[config.mk]
export PLATFORM = sky130hd
export DESIGN_NAME = fm_modulate_flat
export DESIGN_NICKNAME = d
export VERILOG_FILES = /design/src/rtl/fm_modulate_if.sv /design/src/rtl/fm_modulate.sv /design/src/flat_wrapper.sv
export SDC_FILE = /design/constraint.sdc
export NUM_CORES = 1
export LEC_CHECK = 0
export CAP_MARGIN = 15
export CORE_UTILIZATION = 35
export CTS_CLUSTER_DIAMETER = 40
export CTS_CLUSTER_SIZE = 8
export DETAILED_ROUTE_END_ITERATION = 6
export REMOVE_ABC_BUFFERS = 1
export SLEW_MARGIN = 5
export SYNTH_ARGS = -nofsm -noshare
export SYNTH_HDL_FRONTEND = slang
export SYNTH_SLANG_ARGS = --single-unit
[constraint.sdc]
create_clock -name s00_axis_aclk -period 2.85 [get_ports s00_axis_aclk]
set_clock_uncertainty 0.15 [all_clocks]
set_input_delay 0.57 -clock s00_axis_aclk [delete_from_list [all_inputs] [get_ports s00_axis_aclk]]
set_output_delay 0.57 -clock s00_axis_aclk [all_outputs]
set_load 0.005 [all_outputs]
[src/rtl/fm_modulate_if.sv]
// AXI-Stream beat bundle shared by the sample input and the polar-format output of fm_modulate.
// The master side drives valid/data/strobe/last and the slave side drives ready.
interface fm_modulate_if #(
  parameter int DATA_WIDTH = 32
) ();
  logic                    tvalid;
  logic                    tready;
  logic [DATA_WIDTH-1:0]   tdata;
  logic [DATA_WIDTH/8-1:0] tstrb;
  logic                    tlast;

  modport master (output tvalid, tdata, tstrb, tlast, input tready);
  modport slave  (input tvalid, tdata, tstrb, tlast, output tready);
endinterface

[src/rtl/fm_modulate.sv]
// FM modulator: integrates scaled audio samples plus a carrier offset into a 32-bit phase
// accumulator and emits {angle, magnitude} beats through a two-stage skid-free AXIS pipeline.
module fm_modulate #(
  parameter int          C_S00_AXIS_TDATA_WIDTH = 32,
  parameter int          C_M00_AXIS_TDATA_WIDTH = 32,
  parameter int          DEV_SHIFT              = 12,
  parameter logic [31:0] CARRIER_INC            = 32'h0,
  parameter logic [15:0] MAG                    = 16'h7FFF,
  parameter bit          PHASE_RESET_ON_LAST    = 1'b0
) (
  input logic          s00_axis_aclk,
  input logic          s00_axis_areset,
  fm_modulate_if.slave  s00_axis,
  fm_modulate_if.master m00_axis
);
  localparam int S_STRB = C_S00_AXIS_TDATA_WIDTH / 8;
  localparam int M_STRB = C_M00_AXIS_TDATA_WIDTH / 8;

  logic                              s1_valid_reg;
  logic [31:0]                       s1_inc_reg;
  logic                              s1_last_reg;
  logic [S_STRB-1:0]                 s1_strb_reg;
  logic [31:0]                       acc_reg;
  logic                              tvalid_reg;
  logic [C_M00_AXIS_TDATA_WIDTH-1:0] tdata_reg;
  logic                              tlast_reg;
  logic [M_STRB-1:0]                 tstrb_reg;

  logic        out_free;
  logic        s1_move;
  logic        accept;
  logic [31:0] sample_ext;
  logic [31:0] inc_next;
  logic [31:0] acc_next;
  logic        unused_upper;

  assign out_free = ~tvalid_reg | m00_axis.tready;
  assign s1_move  = s1_valid_reg & out_free;
  assign accept   = s00_axis.tvalid & s00_axis.tready;

  assign s00_axis.tready = ~s1_valid_reg | out_free;

  // Shifted sample bits beyond bit 31 fall off; the sum wraps mod 2^32.
  assign sample_ext = {{16{s00_axis.tdata[15]}}, s00_axis.tdata[15:0]};
  assign inc_next   = CARRIER_INC + (sample_ext << DEV_SHIFT);
  assign acc_next   = acc_reg + s1_inc_reg;

  assign unused_upper = ^s00_axis.tdata[C_S00_AXIS_TDATA_WIDTH-1:16];

  always_ff @(posedge s00_axis_aclk) begin
    if (s00_axis_areset) begin
      s1_valid_reg <= 1'b0;
      s1_inc_reg   <= '0;
      s1_last_reg  <= 1'b0;
      s1_strb_reg  <= '0;
      acc_reg      <= '0;
      tvalid_reg   <= 1'b0;
      tdata_reg    <= '0;
      tlast_reg    <= 1'b0;
      tstrb_reg    <= '0;
    end else begin
      if (accept) begin
        s1_valid_reg <= 1'b1;
        s1_inc_reg   <= inc_next;
        s1_last_reg  <= s00_axis.tlast;
        s1_strb_reg  <= s00_axis.tstrb;
      end else if (s1_move) begin
        s1_valid_reg <= 1'b0;
      end

      if (s1_move) begin
        // Packet-aligned phase restart: the tlast beat still reports acc_next.
        acc_reg    <= (PHASE_RESET_ON_LAST && s1_last_reg) ? 32'h0 : acc_next;
        tdata_reg  <= C_M00_AXIS_TDATA_WIDTH'({acc_next[31:16], MAG});
        tlast_reg  <= s1_last_reg;
        tstrb_reg  <= M_STRB'(s1_strb_reg);
        tvalid_reg <= 1'b1;
      end else if (m00_axis.tready && tvalid_reg) begin
        tvalid_reg <= 1'b0;
      end
    end
  end

  assign m00_axis.tvalid = tvalid_reg;
  assign m00_axis.tdata  = tdata_reg;
  assign m00_axis.tlast  = tlast_reg;
  assign m00_axis.tstrb  = tstrb_reg;
endmodule

[src/flat_wrapper.sv]
// flat-port wrapper written by rule: the top's interface ports become plain ports
module fm_modulate_flat 
#(
  parameter int          C_S00_AXIS_TDATA_WIDTH = 32,
  parameter int          C_M00_AXIS_TDATA_WIDTH = 32,
  parameter int          DEV_SHIFT              = 12,
  parameter logic [31:0] CARRIER_INC            = 32'h0,
  parameter logic [15:0] MAG                    = 16'h7FFF,
  parameter bit          PHASE_RESET_ON_LAST    = 1'b0
)
  (s00_axis_aclk, s00_axis_areset, s00_axis_tvalid, s00_axis_tdata, s00_axis_tstrb, s00_axis_tlast, s00_axis_tready, m00_axis_tvalid, m00_axis_tdata, m00_axis_tstrb, m00_axis_tlast, m00_axis_tready);
  fm_modulate_if #(.DATA_WIDTH(32)) s00_axis_i ();
  fm_modulate_if #(.DATA_WIDTH(32)) m00_axis_i ();
  input logic s00_axis_aclk;
  input logic s00_axis_areset;
  input wire logic [$bits(s00_axis_i.tvalid)-1:0] s00_axis_tvalid;
  input wire logic [$bits(s00_axis_i.tdata)-1:0] s00_axis_tdata;
  input wire logic [$bits(s00_axis_i.tstrb)-1:0] s00_axis_tstrb;
  input wire logic [$bits(s00_axis_i.tlast)-1:0] s00_axis_tlast;
  output wire logic [$bits(s00_axis_i.tready)-1:0] s00_axis_tready;
  output wire logic [$bits(m00_axis_i.tvalid)-1:0] m00_axis_tvalid;
  output wire logic [$bits(m00_axis_i.tdata)-1:0] m00_axis_tdata;
  output wire logic [$bits(m00_axis_i.tstrb)-1:0] m00_axis_tstrb;
  output wire logic [$bits(m00_axis_i.tlast)-1:0] m00_axis_tlast;
  input wire logic [$bits(m00_axis_i.tready)-1:0] m00_axis_tready;
  assign s00_axis_i.tvalid = s00_axis_tvalid;
  assign s00_axis_i.tdata = s00_axis_tdata;
  assign s00_axis_i.tstrb = s00_axis_tstrb;
  assign s00_axis_i.tlast = s00_axis_tlast;
  assign s00_axis_tready = s00_axis_i.tready;
  assign m00_axis_tvalid = m00_axis_i.tvalid;
  assign m00_axis_tdata = m00_axis_i.tdata;
  assign m00_axis_tstrb = m00_axis_i.tstrb;
  assign m00_axis_tlast = m00_axis_i.tlast;
  assign m00_axis_i.tready = m00_axis_tready;
  fm_modulate #(.C_S00_AXIS_TDATA_WIDTH(C_S00_AXIS_TDATA_WIDTH), .C_M00_AXIS_TDATA_WIDTH(C_M00_AXIS_TDATA_WIDTH), .DEV_SHIFT(DEV_SHIFT), .CARRIER_INC(CARRIER_INC), .MAG(MAG), .PHASE_RESET_ON_LAST(PHASE_RESET_ON_LAST)) u_core (.s00_axis_aclk(s00_axis_aclk), .s00_axis_areset(s00_axis_areset), .s00_axis(s00_axis_i), .m00_axis(m00_axis_i));
endmodule
Word level (Yosys, flattened, before mapping). Cells that the tools add are included. W data, S select, Z words.

Register bits: 91. Bits of input ports: 41. Logic and storage cells: 23.

Add/subtract/negate cells: 1. Mux-type cells: 4. Bitwise operators: 6. Reductions and logical operators: 3.

Operators with widths (count): $add A32 B32 Y32 (1); $mux W1 (4); $reduce_bool A2 Y1 (2); $and A1 B1 Y1 (2); $not A1 Y1 (2); $or A1 B1 Y1 (2); $logic_and A1 B1 Y1 (1).

Logic depth before layout (Yosys ltp).
Word-level depth: 5. Depth in mapped cells: 9. Mapped depth without buffers: 9.

Worst setup path before layout. Ideal clock, no wire load.

Path type: register to register. Start: reg u_core.acc_reg[12]. End: reg u_core.tdata_reg[28], in the netlist u_core.m00_axis.tdata[28]. Library setup time: 0.086 ns. Arrival time: 2.151 ns. Required time: 2.614 ns. Path slack: 0.464 ns. Cell stages (with the launch flop): 10. Path buffers: 0. Period minus slack after synthesis: 2.386 ns. Path through: dfxtp_1 ha_1 fa_1 a21oi_1 o21ai_0 a21oi_1 a21oi_1 o32a_1 xnor2_1 a211oi_1.

Word-level cells in the longest chain between the ends: 1.

Ends and longest elaborated chain: start, declared (line fm_modulate.sv:23) `logic [31:0] acc_reg;`; start signal, assigned (line fm_modulate.sv:73) `acc_reg <= (PHASE_RESET_ON_LAST && s1_last_reg) ? 32'h0 : acc_next;`; $add A32 B32 Y32 (line fm_modulate.sv:46) `assign acc_next = acc_reg + s1_inc_reg;`; end signal, assigned (line fm_modulate.sv:74) `tdata_reg <= C_M00_AXIS_TDATA_WIDTH'({acc_next[31:16], MAG});`; end, declared (line fm_modulate.sv:25) `logic [C_M00_AXIS_TDATA_WIDTH-1:0] tdata_reg;`.

No other way between the ends. A chain may end at the register's enable or synchronous reset.

==> insert_results.sql <==
INSERT INTO impl_metrics (metric_group, metric, value, unit) VALUES
('clock_tree', 'clkTransAtPathRegs', '0.10', 'ns'),
('grt', 'grt_start_max_net_pins', '27', ''),
('synthesis', 'synth_adder_area_share', '8.82', '%'),
('power_and_ir_drop', 'worst_vdd_rail_ir_drop', '0.209', 'mV'),
('die', 'fp.dieH', '93.4', 'µm'),
('timing', 'timing.final.setup_violations', '0', ''),
('clock_tree', 'clk-insertion-delay-late', '0.31', 'ns'),
('synthesis', 'mappedNetlistArea', '2920', 'µm²'),
('routing', 'ant_nets', '0', ''),
('timing', 'report.final.slew_viol_count', '0', ''),
('synthesis', 'count_of_yosys_warnings_during_synthesis', '0', ''),
('synthesis', 'synth_edf_count', '0', ''),
('routing', 'detail_route.iter0.violations', '94', ''),
('critical_path', 'cp_data_required_time', '2.95', 'ns'),
('synthesis', 'synth_top_family_by_area', 'simple AND/OR/NAND/NOR gates', ''),
('critical_path', 'timing.reg2reg.setup_slack', '0.28', 'ns'),
('synthesis', 'synthTopCellsByArea', 'sky130_fd_sc_hd__dfxtp_1 (34%), sky130_fd_sc_hd__nand2_1 (12%), sky130_fd_sc_hd__a21oi_1 (8.4%)', ''),
('grt', 'grt_first_pass_wirelength', '11.2', 'mm'),
('routing', 'post-route-drc-count', '0', ''),
('timing', 'post_route_worst_hold_slack', '0.307', 'ns'),
('synthesis', 'synth_largest_area_cell', 'sky130_fd_sc_hd__dfxtp_1', ''),
('synthesis', 'post_synth_most_frequent_cells', 'sky130_fd_sc_hd__nand2_1 (91), sky130_fd_sc_hd__a21oi_1 (49), sky130_fd_sc_hd__dfxtp_1 (49), sky130_fd_sc_hd__buf_4 (31), sky130_fd_sc_hd__ha_1 (19)', ''),
('die', 'ioPinCount', '80', ''),
('routing', 'drt_first_pass_iters', '4', ''),
('power_and_ir_drop', 'pwr_density_cell', '410', 'nW/µm²'),
('flow_run', 'max-cap-violations', '0', ''),
('status', 'status', 'finished, final reports clean', ''),
('routing', 'route.final.wire_length', '6.63', 'mm'),
('critical_path', 'cp-end-kind', 'flip-flop', ''),
('synthesis', 'synth_seq_cells', '49', ''),
('min_path', 'worstHoldPathType', 'flip-flop to flip-flop', ''),
('layout', 'antenna_cells_inserted', '0', ''),
('synthesis', 'post_synth_mux_area_share', '0.342', '%'),
('timing', 'setup_repair_after_global_routing_missed_its_margin', 'false', ''),
('layout', 'finish.cell_count_without_fillers', '512', ''),
('clock_tree', 'post_cts_resize_count', '0', ''),
('clock_tree', 'total_clock_buffers_created_by_cts', '5', ''),
('routing', 'wl_per_cell', '12.9', 'µm'),
('timing', 'setup_slack', '0.279', 'ns'),
('die', 'initial_core_util', '37.1', '%'),
('timing', 'layout_worst_path_cycle_share', '90.2', '%'),
('routing', 'vias_per_cell', '5.01', ''),
('routing', 'detailroute.via_count', '2566', ''),
('layout', 'syn_to_final_growth', '20.6', '%'),
('grt', 'first_global_vias', '2388', ''),
('clock_tree', 'post_cts_buffers', '0', ''),
('grt', 'globalRouteTotalUtil', '16.1', '%'),
('timing', 'slew_headroom', '46.2', '%'),
('synthesis', 'asyncSetResetFlopFracSynth', '0', '%'),
('synthesis', 'syn_area_per_cell', '7.69', 'µm²'),
('clock_tree', 'cts_tree', 'done', ''),
('synthesis', 'synth_compound_gate_area_share', '20.0', '%'),
('placed_design', 'dp_hpwl', '4.81', 'mm'),
('die', 'die_w', '93.4', 'µm'),
('synthesis', 'synthSimpleGateAreaFrac', '23.9', '%'),
('critical_path', 'timing.critical_path.fanout_max', '7', ''),
('placed_design', 'numPortBuffers', '62', ''),
('clock_tree', 'max-clock-path-buffers', '2', ''),
('clock_tree', 'clock_sinks', '49', ''),
('synthesis', 'number_of_standard_cells_after_synthesis', '380', ''),
('timing', 'timing.setup.tns', '0', 'ns'),
('synthesis', 'yosys.area.top_type_share', '33.6', '%'),
('synthesis', 'xor_and_xnor_fraction_of_the_mapped_netlist_area', '2.70', '%'),
('clock_tree', 'maximum_level_of_the_cts_h_tree', '2', ''),
('timing', 'max_slew.worst_pin.slew', '0.807', 'ns'),
('critical_path', 'worstPathArrival', '2.67', 'ns'),
('critical_path', 'timing.setup.critical_path_class', 'flip-flop to flip-flop', ''),
('layout', 'layout-drive-gt1-share', '6.59', '%'),
('clock_tree', 'cts.root.buffer_cell', 'sky130_fd_sc_hd__clkbuf_8', ''),
('die', 'floorplan.core_area', '7890', 'µm²'),
('layout', 'n_fill_cell', '801', '');
==> stage by stage <==
stage / total power [W] / utilization (%) / cell area [µm²]
after floorplan: 0.000874 / - / 2630
after global placement: 0.00101 / 43.4 / 3420
after detailed placement: 0.00101 / 43.4 / 3420
after CTS: 0.00147 / 44.7 / 3520
after global routing: 0.00152 / 44.7 / 3520
final: 0.00144 / 44.7 / 3520
==> power by group <==
| group | internal (W) | leakage, nW | switching, W |
|---|---|---|---|
| sequential | 0.000716 | 0.401 | 0.0000239 |
| combinational | 0.000129 | 0.994 | 0.000122 |
| clock | 0.000202 | 0.0518 | 0.000252 |
| total | 0.00105 | 1.45 | 0.000398 |
==> final cells by class <==
cell class / count / area, µm² / area share (%)
clock buffers: 6 / 82.6 / 2.34
repair buffers: 69 / 668 / 19.0
multi-input cells: 280 / 1630 / 46.3
well taps: 102 / 128 / 3.62
clock inverters: 2 / 17.5 / 0.497
flip-flops and latches: 49 / 981 / 27.8
inverters: 4 / 15.0 / 0.426
==> worst paths after layout <==
check                                          end                              startpoint  cells past startpoint
min          u_core.m00_axis.tstrb[2]$_SDFFE_PP0P_      u_core.s1_strb_reg[2]$_SDFFE_PP0P_                      2
max reg2reg        u_core.acc_reg[31]$_SDFFE_PP0P_  u_core.m00_axis.tdata[19]$_SDFFE_PP0P_                      8
max                u_core.acc_reg[31]$_SDFFE_PP0P_  u_core.m00_axis.tdata[19]$_SDFFE_PP0P_                      8
min reg2reg  u_core.m00_axis.tstrb[2]$_SDFFE_PP0P_      u_core.s1_strb_reg[2]$_SDFFE_PP0P_                      2
==> critical path: stages, from the launching register on <==
cell                      delay [ns]
sky130_fd_sc_hd__dfxtp_1        0.34
sky130_fd_sc_hd__ha_1           0.38
sky130_fd_sc_hd__a21oi_2        0.31
sky130_fd_sc_hd__a21oi_1        0.11
sky130_fd_sc_hd__o21ai_0        0.33
sky130_fd_sc_hd__a31oi_1        0.18
sky130_fd_sc_hd__or3_1          0.39
sky130_fd_sc_hd__a21o_1         0.20
sky130_fd_sc_hd__a21oi_2        0.12
==> layer usage <==
layer / vias to the layer above / global-route usage, % / wire, µm
li1: 1339 / - / -
met1: 1149 / 21.8 / 3250
met2: 69 / 25.6 / 2920
met3: 9 / 3.41 / 362
met4: 0 / 5.13 / 96
met5: - / 0 / 0
==> logic make-up (layout without fill, tap and decap cells) <==
family / Yosys count / count (layout)
other cells: 1 / 1
compound gates: 94 / 94
xor+xnor: 9 / 9
buf+inv: 51 / 81
flops: 49 / 49
mux: 1 / 1
simple gates: 155 / 155
fa+ha+maj: 20 / 20
==> placed cells by master (no fill, tap or decap), types with 2 or more instances in the layout <==
cell,instances
sky130_fd_sc_hd__a211o_1,2
sky130_fd_sc_hd__a211oi_1,2
sky130_fd_sc_hd__or4_1,2
sky130_fd_sc_hd__a221o_2,2
sky130_fd_sc_hd__nand2_1,91
sky130_fd_sc_hd__buf_4,7
sky130_fd_sc_hd__o21bai_1,2
sky130_fd_sc_hd__xnor2_1,7
sky130_fd_sc_hd__and3_1,5
sky130_fd_sc_hd__nand3_1,16
sky130_fd_sc_hd__a31oi_1,4
sky130_fd_sc_hd__nor2b_1,6
sky130_fd_sc_hd__a21oi_2,3
sky130_fd_sc_hd__nor3_1,4
sky130_fd_sc_hd__clkbuf_8,6
sky130_fd_sc_hd__ha_1,19
sky130_fd_sc_hd__o21a_1,2
sky130_fd_sc_hd__a21boi_2,2
sky130_fd_sc_hd__dfxtp_1,49
sky130_fd_sc_hd__a21o_1,6
sky130_fd_sc_hd__clkdlybuf4s50_1,61
sky130_fd_sc_hd__a21oi_1,49
sky130_fd_sc_hd__inv_1,4
sky130_fd_sc_hd__nand2b_1,2
sky130_fd_sc_hd__nand4_1,3
sky130_fd_sc_hd__and2_1,3
sky130_fd_sc_hd__nor2_1,15
sky130_fd_sc_hd__and4_1,2
sky130_fd_sc_hd__o21ai_0,11
sky130_fd_sc_hd__xor2_1,2
(Power assumes the default switching activity.)
